<file path="src/rtl/ctrl_pkg.sv">
// ==========================================================================
// ctrl_pkg : shared encodings and control bundle for pipe_controller | Rev 1.0
// ==========================================================================
`default_nettype none

package ctrl_pkg;

   localparam logic [6:0] OP_LOAD   = 7'b0000011;
   localparam logic [6:0] OP_STORE  = 7'b0100011;
   localparam logic [6:0] OP_RTYPE  = 7'b0110011;
   localparam logic [6:0] OP_ITYPE  = 7'b0010011;
   localparam logic [6:0] OP_BRANCH = 7'b1100011;
   localparam logic [6:0] OP_JAL    = 7'b1101111;
   localparam logic [6:0] OP_JALR   = 7'b1100111;
   localparam logic [6:0] F7_MULDIV = 7'b0000001;

   localparam logic [3:0] ALU_ADD  = 4'd0;
   localparam logic [3:0] ALU_SUB  = 4'd1;
   localparam logic [3:0] ALU_AND  = 4'd2;
   localparam logic [3:0] ALU_OR   = 4'd3;
   localparam logic [3:0] ALU_XOR  = 4'd4;
   localparam logic [3:0] ALU_SLT  = 4'd5;
   localparam logic [3:0] ALU_SLL  = 4'd6;
   localparam logic [3:0] ALU_SRL  = 4'd7;
   localparam logic [3:0] ALU_SRA  = 4'd8;
   localparam logic [3:0] ALU_SLTU = 4'd9;

   localparam logic [1:0] ALUOP_ADD  = 2'b00;
   localparam logic [1:0] ALUOP_SUB  = 2'b01;
   localparam logic [1:0] ALUOP_FUNC = 2'b10;

   localparam logic [1:0] RES_ALU = 2'b00;
   localparam logic [1:0] RES_MEM = 2'b01;
   localparam logic [1:0] RES_PC4 = 2'b10;
   localparam logic [1:0] RES_MD  = 2'b11;

   localparam logic [1:0] IMM_I = 2'b00;
   localparam logic [1:0] IMM_S = 2'b01;
   localparam logic [1:0] IMM_B = 2'b10;
   localparam logic [1:0] IMM_J = 2'b11;

   // Store/Load size codes are funct3 (store uses the low two bits)
   localparam logic [1:0] ST_B  = 2'b00;
   localparam logic [1:0] ST_H  = 2'b01;
   localparam logic [1:0] ST_W  = 2'b10;
   localparam logic [2:0] LD_B  = 3'b000;
   localparam logic [2:0] LD_H  = 3'b001;
   localparam logic [2:0] LD_W  = 3'b010;
   localparam logic [2:0] LD_BU = 3'b100;
   localparam logic [2:0] LD_HU = 3'b101;

   typedef enum logic [0:0] {
      IDLE    = 1'b0,
      MD_BUSY = 1'b1
   } md_state_t;

   typedef struct packed {
      logic       reg_write;
      logic       mem_write;
      logic       jump;
      logic       branch;
      logic       jalr;
      logic       alu_src;
      logic       op5;
      logic [1:0] result_src;
      logic [1:0] store;
      logic [2:0] load;
      logic [3:0] alu_control;
      logic       md_valid;
      logic [2:0] md_op;
      logic       illegal;
   } ctrl_t;

   localparam ctrl_t CTRL_BUBBLE = '0;

endpackage

`default_nettype wire

</file>
<file path="src/rtl/ctrl_decode.sv">
// ==========================================================================
// ctrl_decode : combinational RV32I/M Decode-stage control decoder | Rev 1.0
// ==========================================================================
`default_nettype none

module ctrl_decode
   import ctrl_pkg::*;
#(
   parameter bit ENABLE_M = 1'b1
) (
   input  logic [6:0] op,
   input  logic [2:0] funct3,
   input  logic [6:0] funct7,
   input  logic       valid,
   output ctrl_t      ctrl,
   output logic [1:0] imm_src,
   output logic       illegal,
   output logic       is_md
);

   ctrl_t      w_base;
   logic [1:0] w_alu_op;
   logic [3:0] w_alu_ctl;
   logic       w_known;
   logic       w_md_enc;

   assign w_md_enc = (op == OP_RTYPE) && (funct7 == F7_MULDIV);
   assign illegal  = valid && (!w_known || (w_md_enc && !ENABLE_M));
   assign is_md    = valid && w_md_enc && ENABLE_M;

   always_comb begin
      w_base   = CTRL_BUBBLE;
      w_alu_op = ALUOP_ADD;
      w_known  = 1'b1;
      imm_src  = IMM_I;
      case (op)
         OP_LOAD: begin
            w_base.reg_write  = 1'b1;
            w_base.alu_src    = 1'b1;
            w_base.result_src = RES_MEM;
            w_base.load       = funct3;
         end
         OP_STORE: begin
            w_base.mem_write = 1'b1;
            w_base.alu_src   = 1'b1;
            w_base.store     = funct3[1:0];
            imm_src          = IMM_S;
         end
         OP_RTYPE: begin
            w_base.reg_write = 1'b1;
            w_alu_op         = ALUOP_FUNC;
         end
         OP_ITYPE: begin
            w_base.reg_write = 1'b1;
            w_base.alu_src   = 1'b1;
            w_alu_op         = ALUOP_FUNC;
         end
         OP_BRANCH: begin
            w_base.branch = 1'b1;
            w_alu_op      = ALUOP_SUB;
            imm_src       = IMM_B;
         end
         OP_JAL: begin
            w_base.reg_write  = 1'b1;
            w_base.jump       = 1'b1;
            w_base.result_src = RES_PC4;
            imm_src           = IMM_J;
         end
         OP_JALR: begin
            w_base.reg_write  = 1'b1;
            w_base.jalr       = 1'b1;
            w_base.alu_src    = 1'b1;
            w_base.result_src = RES_PC4;
         end
         default: w_known = 1'b0;
      endcase
      w_base.op5 = op[5];
   end

   // SUB needs both op[5] (register form) and funct7[5]; I-type bit 30 is immediate
   always_comb begin
      w_alu_ctl = ALU_ADD;
      case (w_alu_op)
         ALUOP_SUB: w_alu_ctl = ALU_SUB;
         ALUOP_FUNC: begin
            case (funct3)
               3'b000:  w_alu_ctl = (op[5] && funct7[5]) ? ALU_SUB : ALU_ADD;
               3'b001:  w_alu_ctl = ALU_SLL;
               3'b010:  w_alu_ctl = ALU_SLT;
               3'b011:  w_alu_ctl = ALU_SLTU;
               3'b100:  w_alu_ctl = ALU_XOR;
               3'b101:  w_alu_ctl = funct7[5] ? ALU_SRA : ALU_SRL;
               3'b110:  w_alu_ctl = ALU_OR;
               default: w_alu_ctl = ALU_AND;
            endcase
         end
         default: w_alu_ctl = ALU_ADD;
      endcase
   end

   // Illegal is reported on its own port; the bundle stays a pure bubble
   always_comb begin
      ctrl             = w_base;
      ctrl.alu_control = w_alu_ctl;
      if (is_md) begin
         ctrl.alu_control = ALU_ADD;
         ctrl.result_src  = RES_MD;
         ctrl.md_valid    = 1'b1;
         ctrl.md_op       = funct3;
      end
      if (!valid || illegal) begin
         ctrl = CTRL_BUBBLE;
      end
   end

endmodule

`default_nettype wire

</file>
<file path="src/rtl/pipe_controller.sv">
// ==========================================================================
// pipe_controller : Decode->Execute control registers and MulDiv hold FSM | Rev 1.0
// ==========================================================================
`default_nettype none

module pipe_controller
   import ctrl_pkg::*;
#(
   parameter bit ENABLE_M   = 1'b1,
   parameter int MUL_CYCLES = 1,
   parameter int DIV_CYCLES = 34,
   parameter int CNT_W      = $clog2(64)
) (
   input  logic       clk,
   input  logic       reset_n,
   input  logic [6:0] op,
   input  logic [2:0] funct3,
   input  logic [6:0] funct7,
   input  logic       ValidD,
   input  logic       StallE,
   input  logic       FlushE,
   output logic [1:0] ImmSrcD,
   output logic       MdStallD,
   output logic       RegWriteE,
   output logic       MemWriteE,
   output logic       JumpE,
   output logic       BranchE,
   output logic       JalrE,
   output logic       ALUSrcE,
   output logic       Op5E,
   output logic [1:0] ResultSrcE,
   output logic [1:0] StoreE,
   output logic [2:0] LoadE,
   output logic [3:0] ALUControlE,
   output logic       MdValidE,
   output logic [2:0] MdOpE,
   output logic       MdStartE,
   output logic       IllegalE
);

   localparam logic [CNT_W-1:0] MUL_LOAD  = CNT_W'(MUL_CYCLES - 2);
   localparam logic [CNT_W-1:0] DIV_LOAD  = CNT_W'(DIV_CYCLES - 2);
   localparam bit               MUL_MULTI = (MUL_CYCLES > 1);
   localparam bit               DIV_MULTI = (DIV_CYCLES > 1);

   ctrl_t            w_dec_ctrl;
   ctrl_t            w_dec_e;
   logic             w_dec_illegal;
   logic             w_dec_is_md;
   ctrl_t            r_ctrl_e;
   logic             r_md_start;
   md_state_t        r_state;
   md_state_t        w_state_next;
   logic [CNT_W-1:0] r_cnt;
   logic [CNT_W-1:0] w_cnt_next;
   logic             w_flush;
   logic             w_load;
   logic             w_multi;
   logic [CNT_W-1:0] w_cnt_load;

   ctrl_decode #(
      .ENABLE_M (ENABLE_M)
   ) u_decode (
      .op      (op),
      .funct3  (funct3),
      .funct7  (funct7),
      .valid   (ValidD),
      .ctrl    (w_dec_ctrl),
      .imm_src (ImmSrcD),
      .illegal (w_dec_illegal),
      .is_md   (w_dec_is_md)
   );

   always_comb begin
      w_dec_e         = w_dec_ctrl;
      w_dec_e.illegal = w_dec_illegal;
   end

   // The busy M op is the oldest instruction, so a flush while busy is dropped
   assign w_flush    = FlushE && !MdStallD;
   assign w_load     = !w_flush && !StallE && !MdStallD;
   assign w_multi    = funct3[2] ? DIV_MULTI : MUL_MULTI;
   assign w_cnt_load = funct3[2] ? DIV_LOAD : MUL_LOAD;

   always_ff @(posedge clk) begin
      if (!reset_n) begin
         r_ctrl_e   <= CTRL_BUBBLE;
         r_md_start <= 1'b0;
      end else begin
         r_md_start <= w_load && w_dec_is_md;
         if (w_flush) begin
            r_ctrl_e <= CTRL_BUBBLE;
         end else if (w_load) begin
            r_ctrl_e <= w_dec_e;
         end
      end
   end

   always_ff @(posedge clk) begin
      if (!reset_n) begin
         r_state <= IDLE;
         r_cnt   <= '0;
      end else begin
         r_state <= w_state_next;
         r_cnt   <= w_cnt_next;
      end
   end

   // Counter holds remaining busy cycles minus one; exit on the zero cycle
   always_comb begin
      w_state_next = r_state;
      w_cnt_next   = r_cnt;
      case (r_state)
         IDLE: begin
            if (w_load && w_dec_is_md && w_multi) begin
               w_state_next = MD_BUSY;
               w_cnt_next   = w_cnt_load;
            end
         end
         MD_BUSY: begin
            if (r_cnt == '0) begin
               w_state_next = IDLE;
            end else begin
               w_cnt_next = r_cnt - CNT_W'(1);
            end
         end
         default: w_state_next = IDLE;
      endcase
   end

   always_comb begin
      MdStallD = (r_state == MD_BUSY);
   end

   assign RegWriteE   = r_ctrl_e.reg_write;
   assign MemWriteE   = r_ctrl_e.mem_write;
   assign JumpE       = r_ctrl_e.jump;
   assign BranchE     = r_ctrl_e.branch;
   assign JalrE       = r_ctrl_e.jalr;
   assign ALUSrcE     = r_ctrl_e.alu_src;
   assign Op5E        = r_ctrl_e.op5;
   assign ResultSrcE  = r_ctrl_e.result_src;
   assign StoreE      = r_ctrl_e.store;
   assign LoadE       = r_ctrl_e.load;
   assign ALUControlE = r_ctrl_e.alu_control;
   assign MdValidE    = r_ctrl_e.md_valid;
   assign MdOpE       = r_ctrl_e.md_op;
   assign IllegalE    = r_ctrl_e.illegal;
   assign MdStartE    = r_md_start;

endmodule

`default_nettype wire

</file>
<file path="config.mk">
export PLATFORM = sky130hd
export DESIGN_NAME = pipe_controller
export DESIGN_NICKNAME = d
export VERILOG_FILES = /design/src/rtl/ctrl_pkg.sv /design/src/rtl/ctrl_decode.sv /design/src/rtl/pipe_controller.sv
export SDC_FILE = /design/constraint.sdc
export NUM_CORES = 1
export LEC_CHECK = 0
export CAP_MARGIN = 10
export CORE_UTILIZATION = 41
export CTS_CLUSTER_SIZE = 14
export DETAILED_ROUTE_END_ITERATION = 10
export GPL_TIMING_DRIVEN = 0
export PLACE_DENSITY = 0.78
export SYNTH_ARGS = -nofsm -noshare
export SYNTH_HDL_FRONTEND = slang
export SYNTH_SLANG_ARGS = --single-unit
</file>
<file path="constraint.sdc">
create_clock -name clk -period 2.2 [get_ports clk]
set_input_delay 0.33 -clock clk [delete_from_list [all_inputs] [get_ports clk]]
set_output_delay 0.33 -clock clk [all_outputs]
set_load 0.01 [all_outputs]
</file>
==> results.md, run 1 <==
- CTS clk-pin slew, worst paths: 0.07 ns
- DPL Wire Length: 2.853 mm
- Gr usage total: 22.87%
- Diodes inserted: 0
- Hold Violations, Final: 0
- Initial antenna violation count: 0
- Layout Nets: 262
- Root Buffer: clkbuf_8
- Hold-fix buffers, CTS: 0
- # Max-Cap Violations: 0
- Crit start category: primary input
- 1st-iter DRT viols: 83
- Reg2reg setup slack: 0.16 ns
- RSZ-0062 raised after global routing: no
- Worst endpoint required time: 2.43 ns
- Adder-Cell Fraction of Synth Area: 2.398%
- Post-synthesis sequential element count: 31
- Busiest layer in global routing: met2
- Layout Cells excl Fill: 286
- Largest family of logic cells by synthesized area: simple AND/OR/NAND/NOR gates
- IO Pins: 49
- Worst-Skew Late Latency: 0.29 ns
- CP peak stage delay: 0.55 ns
- Number of global-route vias before repair: 1,522
- Max IR drop VDD: 286.8 µV
- CTS tree: built
- Leak Pwr: 0.8669 nW
- Min Tclk post-route: 2.068 ns
- Grt ovf: 0
- Die Y: 63.79 µm
- CTS Buffer Depth: 2
- Worst EP arrival: 2.30 ns
- Main flop type after synthesis: dfxtp_1
- Floorplan core area: 0.003661 mm²
- Via count: 1,602
- YS warnings: 0
- Die area: 0.004069 mm²
- Critical path's top delay family: simple AND/OR/NAND/NOR gates
- Register area share after synthesis: 39.65%
- Post-placement cell count: 273
- Gp weighted congestion: 0.9188
- Pwr/cell area: 549.6 mW/mm²
- Die width: 63.79 µm
- Clk sinks: 31
- Worst Skew: 0.009925 ns
- Synth Area in Simple Gates: 28.86%
- Syn-to-layout area delta: 46.68%
- Number of nets still failing antenna checks after routing: 0
- Initial core utilization: 42.75%
- Vias per cell: 5.601
- Synth cell types: 51
- CP Class: primary input to flop
- Ys async rst share: 0%
- Fmax: 483.5 MHz
- Xor/xnor share of the synthesized area: 0.5596%
- Final setup viols: 0
- First-pass GRT wire length: 7.017 mm
- Drt first pass iters: 4
- Global routing usage on met1: 27.29%
- Crit path cell chain: clkdlybuf4s50_1 > or4b_4 > a2111oi_4 > buf_4 > and2_2 > a32o_1
- Core Rows: 22
- Slew margin rel.: 44.28%
- TritonCTS buffer count: 5
- Largest net degree at the start of global routing: 11
- Syn Inst Count: 179
- Layout cells sized above 1: 15.55%
- CP max stage cell: or4b_4
- CP bufs+invs: 2
- DRC violation count after routing: 0
- Crit path capture type: flop
- Worst-Margin Slew: 0.8294 ns
- Syn Nets: 204
- EDFF count, synth: 0
- Worst hold path class: primary input to flop
- Outcome: finished clean
- Routing usage on met3: 6.429%
- Met2 global-route usage: 36.44%
- Worst-path maximum fanout: 6
- Wirelength per Cell: 15.04 µm
- Post-synthesis mux area share: 0.6395%
- Avg Cell Area, Syn: 8.744 µm²
- Synthesized area: 0.001565 mm²
- Synth Area in Compound Gates: 23.74%
- Util after Layout: 62.71%
- Total Wirelength: 4.301 mm
- H-tree depth: 2
- Final Slew Violations: 0
- Period utilisation layout: 94.02%
- Buffers on Ports: 46
-- metrics by stage --
step	hold slack [ns]	setup TNS (ns)	worst slack [ns]	total power [mW]	cell area, µm²
6_report	0.4070	0	0.1316	1.262	2296
5_1_grt	0.4385	0	0.04616	1.306	2296
4_1_cts	0.4115	0	0.002898	1.263	2268
3_5_place_dp	0.4458	-9.531	-0.6230	0.6857	2086
3_3_place_gp	0.4438	-9.524	-0.6301	0.6852	2086
2_1_floorplan	0.4475	0	0.1407	0.6257	1565
-- worst min-delay path: stages --
cell	delay [ns]
clkbuf_1	0.17
nand2_1	0.10
o31ai_1	0.05
-- cell families (layout without fill, tap and decap cells) --
| logic type | after synthesis | after routing |
|---|---|---|
| AOI/OAI and AO/OA | 50 | 50 |
| xor gates and xnor gates | 1 | 1 |
| adders and majority gates | 3 | 3 |
| buffers and inverters | 15 | 74 |
| DFF | 31 | 31 |
| muxes | 1 | 1 |
| and+or+nand+nor | 78 | 78 |
-- layout make-up --
cell class,instances,area [µm²]
fill,311,1365
clock inverter,2,35.03
clock buffer,6,82.58
buffer,7,33.78
multi-input combinational,133,932.1
tap,48,60.06
sequential,31,620.6
timing repair buffer,53,509.2
inverter,6,22.52
-- synth_stat cells (all sizes together), types with 4 or more instances --
cell,count,area (µm²)
a21oi,13,65.06
a32o,7,70.07
nand3,4,25.02
dfxtp,31,620.6
nand2,24,90.09
o21ai,5,25.02
nor2,9,33.78
and3,4,25.02
clkbuf,7,26.28
inv,6,22.52
-- repair_timing --
| action | CTS | global route |
|---|---|---|
| endpoints found under the setup margin | 18 | 11 |
| gates resized for setup | 16 | 6 |
| buffers inserted | 6 | 1 |
| gates cloned | 0 | 0 |
| pin swaps | 3 | 2 |
-- routing by layer --
metal | share of wire, % | vias up
met1 | 44 | 739
met2 | 48 | 62
met3 | 4.7 | 16
li1 | - | 785
met5 | 0 | -
met4 | 3.4 | 0
-- placed cells by master, fill, tap and decap left out, types with 4 or more instances in the layout --
master / Yosys / layout
buf_4: 0 / 7
a32o_1: 7 / 7
nand2_1: 24 / 24
clkdlybuf4s50_1: 0 / 37
inv_1: 6 / 6
a21oi_1: 13 / 13
clkbuf_8: 0 / 6
dlygate4sd2_1: 0 / 7
nor2_1: 9 / 8
o21ai_0: 5 / 4
dfxtp_1: 31 / 31
clkbuf_1: 7 / 6
-- state kept, by name, indices dropped and copies added (netlist names) --
| name | count |
|---|---|
| ALUControlE | 4 |
| ALUSrcE | 1 |
| BranchE | 1 |
| IllegalE | 1 |
| JalrE | 1 |
| JumpE | 1 |
| LoadE | 3 |
| MdOpE | 3 |
| MdStallD | 1 |
| MdStartE | 1 |
| MdValidE | 1 |
| MemWriteE | 1 |
| Op5E | 1 |
| RegWriteE | 1 |
| ResultSrcE | 2 |
| StoreE | 2 |
| r_cnt | 6 |
-- path summary, 6_finish.rpt --
kind / start / to / depth (start not counted)
max reg2reg: MdStallD$_SDFF_PN0_ / MdOpE[1]$_SDFFE_PP0P_ / 6
min reg2reg: JumpE$_SDFFE_PP0P_ / JumpE$_SDFFE_PP0P_ / 2
min: funct3[0] / ALUControlE[3]$_SDFFE_PP0P_ / 3
max: StallE / MdOpE[1]$_SDFFE_PP0P_ / 6
-- where the power goes --
group | internal (mW) | switching, mW
logic | 0.0531 | 0.0664
clock network | 0.366 | 0.214
registers | 0.562 | 0.000271
Power figures use the tool's default switching activity.
==> inputs of run 2 (changes only) <==
CORE_MARGIN = 2   (was unset)
CORE_UTILIZATION = 43   (was 41)
PLACE_DENSITY = 0.79   (was 0.78)
SYNTH_HIERARCHICAL = 1   (was unset)
==> results.md, run 2 <==
- Syn Inst Count: 221 (+23%)
- Gp weighted congestion: 0.8700 (-5.3%)
- Hold_ws: 0.4543 ns (+0.04734 ns)
- Worst-Margin Slew: 0.4494 ns (-0.3800 ns)
- DPL Wire Length: 3.028 mm (+6.1%)
- Largest net degree at the start of global routing: 11 (unchanged)
- CP Class: primary input to flop
- First-pass GRT wire length: 6.893 mm (-1.8%)
- Syn Nets: 247 (+21%)
- Hold-fix buffers, CTS: 0 (unchanged)
- Die width: 67.67 µm (+6.1%)
- Initial core utilization: 44.21% (+1.5 points)
- Worst hold path class: flop to flop
- Gr usage total: 20.06% (-2.8 points)
- RSZ-0062 raised after global routing: no
- CTS clk-pin slew, worst paths: 0.07 ns (about the same)
- # Max-Cap Violations: 0 (unchanged)
- Period utilisation layout: 94.10% (about the same)
- CP max stage cell: clkdlybuf4s50_1
- Metal-1 WL: 2.074 mm (+9.9%)
- Setup tns final: 0 ns (unchanged)
- Layout cells sized above 1: 13.57% (-2.0 points)
- Layout Nets: 305 (+16%)
- Worst Skew: 0.006196 ns (-0.003728 ns)
- Diodes inserted: 0 (unchanged)
- Wire length on met3: 243 µm (+20%)
- Crit start category: primary input
- Final Slew Violations: 0 (unchanged)
- Core Rows: 23 (+4.5%)
- YS warnings: 6 (+6)
- Largest Register: r_cnt
- Total Wirelength: 4.381 mm (+1.9%)
- Number of nets still failing antenna checks after routing: 0 (unchanged)
- Number of global-route vias before repair: 1,511 (-0.72%)
- Leak Pwr: 0.8857 nW (+2.2%)
- Final setup viols: 0 (unchanged)
- Syn-to-layout area delta: 41.42%
- CTS Buffer Depth: 2 (unchanged)
- Crit path cell chain: clkdlybuf4s50_1 > and2_4 > nand3_4 > nor3_4 > inv_1 > ha_4 > or3_1 > nor3_2 > nand2_1 > a21oi_1
- Floorplan core area: 0.003943 mm² (+7.7%)
- CTS tree: built
- Worst-path maximum fanout: 3 (-3)
- TritonCTS buffer count: 5 (unchanged)
- IO Pins: 49 (unchanged)
- Die Y: 67.67 µm (+6.1%)
- Max reg flops: 6 (unchanged)
- Grt ovf: 0 (unchanged)
- Drt first pass iters: 4 (unchanged)
- 1st-iter DRT viols: 123 (+48%)
- Reg2reg setup slack: 0.66 ns (+0.50 ns)
- Worst EP arrival: 2.29 ns (about the same)
- Pwr/cell area: 520.2 mW/mm² (-5.3%)
- H-tree depth: 2 (unchanged)
- Commonest non-fill, non-tap cell in the layout: nand2_1
- Buffers on Ports: 46 (unchanged)
- Initial antenna violation count: 0 (unchanged)
- Most frequent cells in the layout: nand2_1, clkdlybuf4s50_1, dfxtp_1
- Outcome: finished clean
- DRC violation count after routing: 0 (unchanged)
- Synthesized area: 0.001743 mm² (+11%)
- Wirelength per Cell: 13.28 µm (-12%)
- Die area: 0.004579 mm² (+13%)
- Clk sinks: 31 (unchanged)
- Via count: 1,744 (+8.9%)
- Worst endpoint required time: 2.42 ns (about the same)
- Slew margin rel.: 70.04% (+26 points)
- Root Buffer: clkbuf_8
- Fmax: 483.0 MHz (about the same)
- Metal2 WL: 2.005 mm (-2.8%)
- Min Tclk post-route: 2.070 ns (+0.001801 ns)
- Worst-Skew Late Latency: 0.29 ns (about the same)
- CP peak stage delay: 0.48 ns (-0.07 ns)
- Vias per cell: 5.285 (-5.7%)
- Avg Cell Area, Syn: 7.887 µm² (-9.8%)
- Uppermost layer routed: met4
- Hold Violations, Final: 0 (unchanged)
- Crit path capture type: flop
- Util after Layout: 62.52% (-0.19 points)
- Max IR drop VDD: 373.3 µV (+30%)
run 2: final timing paths:
check / from / endpoint / depth (start not counted)
min reg2reg: LoadE[1]$_SDFFE_PP0P_ / LoadE[1]$_SDFFE_PP0P_ / 2
max: op[0] / ALUControlE[1]$_SDFFE_PP0P_ / 10
min: LoadE[1]$_SDFFE_PP0P_ / LoadE[1]$_SDFFE_PP0P_ / 2
max reg2reg: r_cnt[0]$_SDFFE_PN0P_ / r_cnt[0]$_SDFFE_PN0P_ / 5
run 2: critical path: cells and delay by family:
family | cells | cell delay (ns)
simple gates | 6 | 1.01
buf+inv | 2 | 0.57
fa+ha+maj | 1 | 0.25
compound gates | 1 | 0.11
run 2: what timing repair did:
action / 4_1_cts / 5_1_grt
setup endpoints to repair: 10 / 2
pin swaps: 3 / 2
resized for setup: 12 / 3
setup buffers: 3 / 2
run 2: per-layer routing:
metal / GRT usage [%] / up-vias
met5: 0 / -
met4: 6.122 / 0
met3: 5.500 / 5
met2: 31.00 / 53
met1: 27.06 / 797
li1: - / 889
run 2: power by group:
group | internal (mW) | switching (mW)
Sequential | 0.561 | 0.000249
Clock | 0.366 | 0.223
Combinational | 0.0564 | 0.0745
run 2: cell type report:
| type | instances | area [µm²] |
|---|---|---|
| plain buffers | 10 | 51.30 |
| clock buffers | 6 | 82.58 |
| clock inverters | 2 | 35.03 |
| fillers | 354 | 1478 |
| inverters | 7 | 26.28 |
| multi-input cells | 173 | 1095 |
| flip-flops and latches | 31 | 620.6 |
| well taps | 50 | 62.56 |
| repair buffers | 51 | 491.7 |
run 2: stage by stage:
step | std cells | power, mW | instance area [µm²] | worst slack, ns
2_1_floorplan | 221 | 0.6346 | 1743 | 0.1914
3_3_place_gp | 317 | 0.6969 | 2266 | -0.6163
3_5_place_dp | 317 | 0.6984 | 2266 | -0.6636
4_1_cts | 328 | 1.284 | 2431 | 0.03220
5_1_grt | 330 | 1.334 | 2465 | 0.0009912
6_report | 330 | 1.282 | 2465 | 0.1298
